<file path="src/rtl/vector_alu_tiled.sv">
// Element-wise signed vector ALU (add/sub/max/min with optional saturation).
// Writes TILING lanes per cycle after a start request and pulses finish when the vector is done.
module vector_alu_tiled #(
    parameter int VECTOR_SIZE = 5,
    parameter int CELL_WIDTH  = 8,
    parameter int TILING      = 1
) (
    input  logic                                 clk,
    input  logic                                 rst,
    input  logic                                 start,
    input  logic [1:0]                           op,
    input  logic                                 sat,
    input  logic [VECTOR_SIZE*CELL_WIDTH-1:0]     a,
    input  logic [VECTOR_SIZE*CELL_WIDTH-1:0]     b,
    output logic [VECTOR_SIZE*(CELL_WIDTH+1)-1:0] result,
    output logic                                 busy,
    output logic                                 finish
);

    localparam int RW = CELL_WIDTH + 1;
    localparam int CW = $clog2(VECTOR_SIZE + TILING + 1);

    localparam logic signed [RW-1:0] SAT_MAX = {2'b00, {(CELL_WIDTH-1){1'b1}}};
    localparam logic signed [RW-1:0] SAT_MIN = {2'b11, {(CELL_WIDTH-1){1'b0}}};

    localparam logic [1:0] OP_ADD = 2'd0;
    localparam logic [1:0] OP_SUB = 2'd1;
    localparam logic [1:0] OP_MAX = 2'd2;

    typedef enum logic {
        IDLE = 1'b0,
        RUN  = 1'b1
    } state_t;

    state_t                            state_q, state_d;
    logic [CW-1:0]                     cnt_q, cnt_d;
    logic [VECTOR_SIZE*CELL_WIDTH-1:0] a_q, a_d;
    logic [VECTOR_SIZE*CELL_WIDTH-1:0] b_q, b_d;
    logic [1:0]                        op_q, op_d;
    logic                              sat_q, sat_d;
    logic                              finish_q, finish_d;
    logic [VECTOR_SIZE*RW-1:0]         result_q, result_d;

    logic [RW-1:0]          lane_res [VECTOR_SIZE];
    logic [VECTOR_SIZE-1:0] lane_we;
    logic [CW-1:0]          tile_end;
    logic                   last_tile;

    assign tile_end  = cnt_q + CW'(TILING);
    assign last_tile = (tile_end >= CW'(VECTOR_SIZE));

    // Every lane has its own datapath on the latched operands; only the
    // lanes inside the current tile window are committed to result.
    generate
        for (genvar gi = 0; gi < VECTOR_SIZE; gi++) begin : g_lane
            logic signed [RW-1:0] ae, be, sum, diff, raw, clamped;

            assign ae   = {a_q[gi*CELL_WIDTH + CELL_WIDTH-1], a_q[gi*CELL_WIDTH +: CELL_WIDTH]};
            assign be   = {b_q[gi*CELL_WIDTH + CELL_WIDTH-1], b_q[gi*CELL_WIDTH +: CELL_WIDTH]};
            assign sum  = ae + be;
            assign diff = ae - be;

            always_comb begin
                raw = sum;
                case (op_q)
                    OP_ADD:  raw = sum;
                    OP_SUB:  raw = diff;
                    OP_MAX:  raw = (ae > be) ? ae : be;
                    default: raw = (ae < be) ? ae : be;
                endcase
            end

            always_comb begin
                clamped = raw;
                if (sat_q && (raw > SAT_MAX)) begin
                    clamped = SAT_MAX;
                end else if (sat_q && (raw < SAT_MIN)) begin
                    clamped = SAT_MIN;
                end
            end

            assign lane_res[gi] = clamped;
            assign lane_we[gi]  = (state_q == RUN) &&
                                  (CW'(gi) >= cnt_q) &&
                                  (CW'(gi) < tile_end);
        end
    endgenerate

    always_comb begin
        state_d  = state_q;
        cnt_d    = cnt_q;
        a_d      = a_q;
        b_d      = b_q;
        op_d     = op_q;
        sat_d    = sat_q;
        finish_d = 1'b0;
        result_d = result_q;

        for (int i = 0; i < VECTOR_SIZE; i++) begin
            if (lane_we[i]) begin
                result_d[i*RW +: RW] = lane_res[i];
            end
        end

        case (state_q)
            IDLE: begin
                if (start) begin
                    a_d     = a;
                    b_d     = b;
                    op_d    = op;
                    sat_d   = sat;
                    cnt_d   = '0;
                    state_d = RUN;
                end
            end
            RUN: begin
                cnt_d = tile_end;
                if (last_tile) begin
                    state_d  = IDLE;
                    finish_d = 1'b1;
                end
            end
            default: state_d = IDLE;
        endcase
    end

    always_ff @(posedge clk) begin
        if (rst) begin
            state_q  <= IDLE;
            cnt_q    <= '0;
            a_q      <= '0;
            b_q      <= '0;
            op_q     <= '0;
            sat_q    <= 1'b0;
            finish_q <= 1'b0;
            result_q <= '0;
        end else begin
            state_q  <= state_d;
            cnt_q    <= cnt_d;
            a_q      <= a_d;
            b_q      <= b_d;
            op_q     <= op_d;
            sat_q    <= sat_d;
            finish_q <= finish_d;
            result_q <= result_d;
        end
    end

    assign result = result_q;
    assign busy   = (state_q == RUN);
    assign finish = finish_q;

endmodule

</file>
<file path="config.mk">
export PLATFORM = sky130hd
export DESIGN_NAME = vector_alu_tiled
export DESIGN_NICKNAME = d
export VERILOG_FILES = /design/src/rtl/vector_alu_tiled.sv
export SDC_FILE = /design/constraint.sdc
export NUM_CORES = 1
export LEC_CHECK = 0
export ABC_AREA = 1
export BUFFER_PORTS_ARGS = -buffer_cell sky130_fd_sc_hd__buf_2
export CAP_MARGIN = 25
export CORE_ASPECT_RATIO = 1.4
export CORE_MARGIN = 10
export CORE_UTILIZATION = 40
export DETAILED_ROUTE_END_ITERATION = 12
export HOLD_SLACK_MARGIN = 0.08
export SETUP_SLACK_MARGIN = 0.4
export SKIP_LAST_GASP = 1
export SLEW_MARGIN = 10
export SYNTH_ARGS = -nofsm -noshare
export SYNTH_HDL_FRONTEND = slang
export SYNTH_SLANG_ARGS = --single-unit
export TNS_END_PERCENT = 20
</file>
<file path="constraint.sdc">
create_clock -name clk -period 2.1 [get_ports clk]
set_input_delay 0.21 -clock clk [delete_from_list [all_inputs] [get_ports clk]]
set_output_delay 0.21 -clock clk [all_outputs]
set_load 0.01 [all_outputs]
</file>
Yosys cells after proc, flatten, opt, wreduce, memory -nomap -nowiden:

Cells that the tools add are included.

* add/subtract/negate cells: 11
* $lt $le $gt $ge: 31
* eq/ne operators: 3
* mux-type cells: 31
* bitwise operators: 1
* reduce and logical (&&, ||, !) cells: 23

Operator list (number)
* 2-to-1 mux 9 bit: 20
* case mux 9 bit (3 select lines): 5
* adder 8 x 8 -> 9 bit: 5
* greater-than comparator 9 x 8 -> 1 bit (second input constant): 5
* less-than comparator 9 x 8 -> 1 bit (second input constant): 5
* subtractor 8 x 8 -> 9 bit: 5
* greater-than comparator 8 bit: 5
* less-than comparator 8 bit: 5
* logical AND 1 bit: 20
* greater-or-equal comparator 1 x 3 -> 1 bit (first input constant): 2
* greater-or-equal comparator 2 x 3 -> 1 bit (first input constant): 2
* less-than comparator 1 x 3 -> 1 bit (first input constant): 2
* less-than comparator 2 x 3 -> 1 bit (first input constant): 2
* case mux 3 bit (2 select lines): 1
* adder 3 x 1 -> 3 bit (second input constant): 1
* greater-or-equal comparator 3 bit (first input constant): 1
* greater-or-equal comparator 3 bit (second input constant): 1
* less-than comparator 3 bit (first input constant): 1
* 2-to-1 mux 1 bit: 3
* 2-to-1 mux 3 bit: 1
* == test 2 x 1 -> 1 bit (second input constant): 1
* == test 2 bit (second input constant): 1
* logical NOT 2 bit: 1
* != test 2 bit (second input constant): 1
* other kinds (4): 4

* register bits after elaboration: 133
* bits of input ports: 86
* output and inout bits: 47
* word-level logic and storage cells: 112

Depth between registers and ports, before layout:

* depth in word-level cells: 7
* depth in mapped cells: 18
* mapped depth without buffers: 17

Least setup slack after synthesis:

OpenSTA, ideal clock, no wires.

* kind: register -> register
* start point: reg b_q[27]
* end point: reg result_q[29] (netlist: result[29])
* setup time: 0.127 ns
* arrival: 1.943 ns
* required time: 1.973 ns
* setup slack: 0.030 ns
* cell stages (with the launch flop): 16
* buffers on the path: 1
* clock period less this slack: 2.070 ns
* path through: dfxtp_1 inv_1 ha_1 buf_2 nand2_1 inv_1 nand2_1 nand2_1 a21oi_1 inv_1 nand2_1 nand3_1 nand3_1 nand4_1 o21ai_0 a21oi_1

* longest elaborated chain between the ends: 7
* elaborated cells on any way between the ends: 13
* classes of those cells: 2 x add/sub; 4 x order compare; 5 x mux; 2 x reduce/logical

Ends and longest elaborated chain
* start, declared: RTL line 38 `logic [VECTOR_SIZE*CELL_WIDTH-1:0] b_q, b_d;`
* start signal, assigned: RTL line 132 `b_q <= '0;`
* start signal, assigned: RTL line 141 `b_q <= b_d;`
* less-than comparator 8 bit or greater-than comparator 8 bit (tied branches): RTL line 69, 68
* 2-to-1 mux 9 bit, on equally long branches: RTL line 69, 68
* case mux 9 bit (3 select lines) *: RTL line 65 `case (op_q)`
* less-than comparator 9 x 8 -> 1 bit: RTL line 77 `end else if (sat_q && (raw < SAT_MIN)) begin`
* logical AND 1 bit: RTL line 77
* 2-to-1 mux 9 bit: RTL line 77
* 2-to-1 mux 9 bit *: RTL line 75 `if (sat_q && (raw > SAT_MAX)) begin`
* end signal, assigned: RTL line 145 `result_q <= result_d;`
* end, declared: RTL line 42 `logic [VECTOR_SIZE*RW-1:0] result_q, result_d;`

Mark *: on every way between the ends. The rest lies on a longest branch, timed or not.
A chain may end at the register's enable or synchronous reset.

Final worst setup path:

* start point: reg b_q[14]
* end point: reg result_q[12] (netlist: result[12])

Same word-level chain as after synthesis.

==> flow_summary.ini <==
[detailed_routing]
drc = 0
avgRoutedWirePerCell_um = 17.0
ant_nets = 0
drt-total-wl_um = 42700
wl_met2_um = 21400
wl_met1_um = 17600
route.vias.total = 13300
drt-initial-drc-count = 672
vias_per_cell = 5.30
wl_met3_um = 1880
drt-pass1-iter-count = 7
dr.max_layer_used = met4

[worst_setup_path]
crit_path_top_delay_cell = dfxtp_2
worstPathMaxFanout = 4
crit_required_ps = 2490
max_stage_delay_ps = 350
worst-setup-path-type = reg -> reg
cp_cell_sequence = inv_2 -> ha_4 -> nand2_4 -> nor2_4 -> nand3_2 -> nand4_1 -> nand3_2 -> buf_6 -> buf_6 -> nand2_4 -> nand3_2 -> nand2_1 -> nand2_1 -> o21bai_1 -> a21oi_1
cpMostUsedCell = nand3_2
crit_arrival_ps = 2580
cp-end-kind = flip-flop
start_kind = flip-flop

[power]
p_per_area_nw_per_um2 = 693
power.switching_uw = 4450
total_power_uw = 11500
pwr-share-seq_pct = 25.2
netSwitchingFraction_pct = 38.8
combinationalPowerShare_pct = 48.3
p_int_uw = 7020
leakage_uw = 0.00784
ir_drop_uv = 635
clockPowerShare_pct = 26.5

[flow_run]
max-cap-violations = 0

[synthesis]
syn_area_per_cell_um2 = 6.44
synthAdderAreaFrac_pct = 11.3
yosysWarnings = 0
synth_top_family_by_area = simple AND/OR/NAND/NOR gates
syn_inst = 1704
syn_area_um2 = 11000
post_synth_and_or_nand_nor_area_fraction_pct = 27.2
syn_nets = 1883
synthDistinctLibCells = 40
synthMuxAreaShare_pct = 0
ys_ff_latch = 133
seq_area_frac_synth_pct = 24.2
synth-compound-area-share_pct = 26.2
synthXorXnorAreaFrac_pct = 0.319

[die]
dieArea_um2 = 34600
io_pins = 133
die_w_um = 160
die_y_um = 216
core_um2 = 27000
num_rows = 71
start_util_pct = 40.7

[sta]
post-route-worst-setup-slack_ps = -94.3
rsz0062_at_grt = true
period_needed_ps = 2190
fin_setup_tns_ps = -2120
setup_viol = 40
maxSlewViolCount = 0
tightestPinTransition_ps = 498
fin_worst_skew_ps = 12.1
hold_viol_final = 0
relSlewSlack_pct = 66.5
fin_crit_sh_pct = 104
fmax_mhz = 456

[outcome]
status = finished with violations
violations = negative setup slack

[global_routing]
grt_max_degree = 67
grt_overflow_total = 0
antenna_found_initial = 0
grt_pass1_wl_um = 68400
grtUsageTotal_pct = 24.1
grt_pass1_vias = 13300

[clock_network]
cts_buffer_depth = 2
clk_pin_slew_ps = 60
root_buffer = clkbuf_16
cts_buffers = 17
cts_sinks = 133
cts_tree = built
clkLatencyLatePin_ps = 460
htree_levels = 4

[finish]
fin_nets = 2313
area_delta_synth_final_pct = 50.6
utilization_pct = 61.3
diodes = 0
instances_no_fill = 2510
drive_gt1_share_pct = 36.5
layout_commonest_cell = buf_4
fillerInstances = 2546
final_cell_mix = buf_4 (278), nand2_1 (261), a21oi_1 (192)

[placed_design]
dp.final_hpwl_um = 31700
place_inst = 2382
gp_congestion = 0.968
port-buffer-count = 132
place_ws_ps = -264

[min_path]
min_path_type = in -> reg
[power by group through the flow]
stage / Clock [uW] / Combinational [uW] / Sequential (uW)
6_report: 3030 / 5540 / 2890
5_1_grt: 3170 / 6060 / 2910
4_1_cts: 3070 / 5210 / 2890
3_5_place_dp: 0 / 4680 / 2920
3_3_place_gp: 0 / 4630 / 2920
2_1_floorplan: 0 / 2930 / 2920
[flip-flops by register name (all words and copies together) (netlist names)]
| name | cells |
|---|---|
| result | 45 |
| a_q | 40 |
| b_q | 40 |
| cnt_q | 3 |
| op_q | 2 |
| busy | 1 |
| finish | 1 |
| sat_q | 1 |
[worst max-delay path: cells and delay by family (launching register included)]
kind            cells  cell delay [ps]
simple gates        9              850
flops               1              350
buf+inv             3              330
fa+ha+maj           1              300
compound gates      2              290
[worst paths after layout]
| check | end | slack, ps | cells past startpoint | start |
|---|---|---|---|---|
| setup / recovery | result[12] | -90 | 15 | b_q[14] |
| hold / removal | b_q[38] | 80 | 3 | b[38] |
| setup reg to reg | result[12] | -90 | 15 | b_q[14] |
| hold reg to reg | result[7] | 460 | 2 | result[7] |
[stage by stage]
step	hold WS, ps	cell area, um2
final	81.9	16500
after global routing	89.3	16500
after CTS	81.5	16200
after detailed placement	438	14300
after global placement	434	14300
after floorplan	345	11500
[synth_stat cells, drive strengths merged]
cell | count | area (um2)
o21bai | 26 | 195
xor2 | 2 | 17.5
o21a | 6 | 45.0
a31oi | 12 | 75.1
nand4 | 33 | 250
fa | 10 | 200
xnor2 | 2 | 17.5
a21boi | 2 | 15.0
a22oi | 5 | 37.5
o21ai | 207 | 1040
nor2 | 157 | 637
a221oi | 1 | 8.76
clkbuf | 45 | 169
or2 | 6 | 37.5
nand3b | 2 | 15.0
nand3 | 135 | 746
nand2 | 322 | 1250
buf | 38 | 255
inv | 201 | 757
nor3 | 9 | 50.1
a21oi | 218 | 1110
clkinv | 1 | 3.75
dfxtp | 133 | 2660
ha | 83 | 1040
a21o | 1 | 7.51
o31ai | 3 | 22.5
o211ai | 44 | 330
[timing repair]
action / CTS / global route
setup endpoints to repair: 45 / 45
hold endpoints to repair: 61 / 0
gates resized for setup: 152 / 81
pin swaps: 69 / 59
cloned: 1 / 1
buffers inserted: 24 / 11
hold buffers: 61 / 0
[layout make-up]
type | count | area (um2) | share of cell area (%)
flip-flops and latches | 133 | 2750 | 16.6
multi-input cells | 1287 | 8280 | 50.1
clock inverters | 8 | 101 | 0.613
clock buffers | 22 | 474 | 2.87
inverters | 202 | 777 | 4.70
repair buffers | 493 | 3700 | 22.4
well taps | 365 | 457 | 2.76
[metal layers]
layer / GRT usage (%) / vias to the layer above
met4: 11.2 / 0
met5: 0 / -
met1: 27.6 / 6227
met3: 3.53 / 100
li1: - / 6597
met2: 43.0 / 377
[kinds of logic after synthesis]
| family | Yosys count |
|---|---|
| DFF | 133 |
| and+or+nand+nor | 664 |
| buffers and inverters | 285 |
| adders and majority gates | 93 |
| AOI/OAI and AO/OA | 525 |
| xor gates and xnor gates | 4 |
No activity file was read; power rests on OpenSTA's default activity.
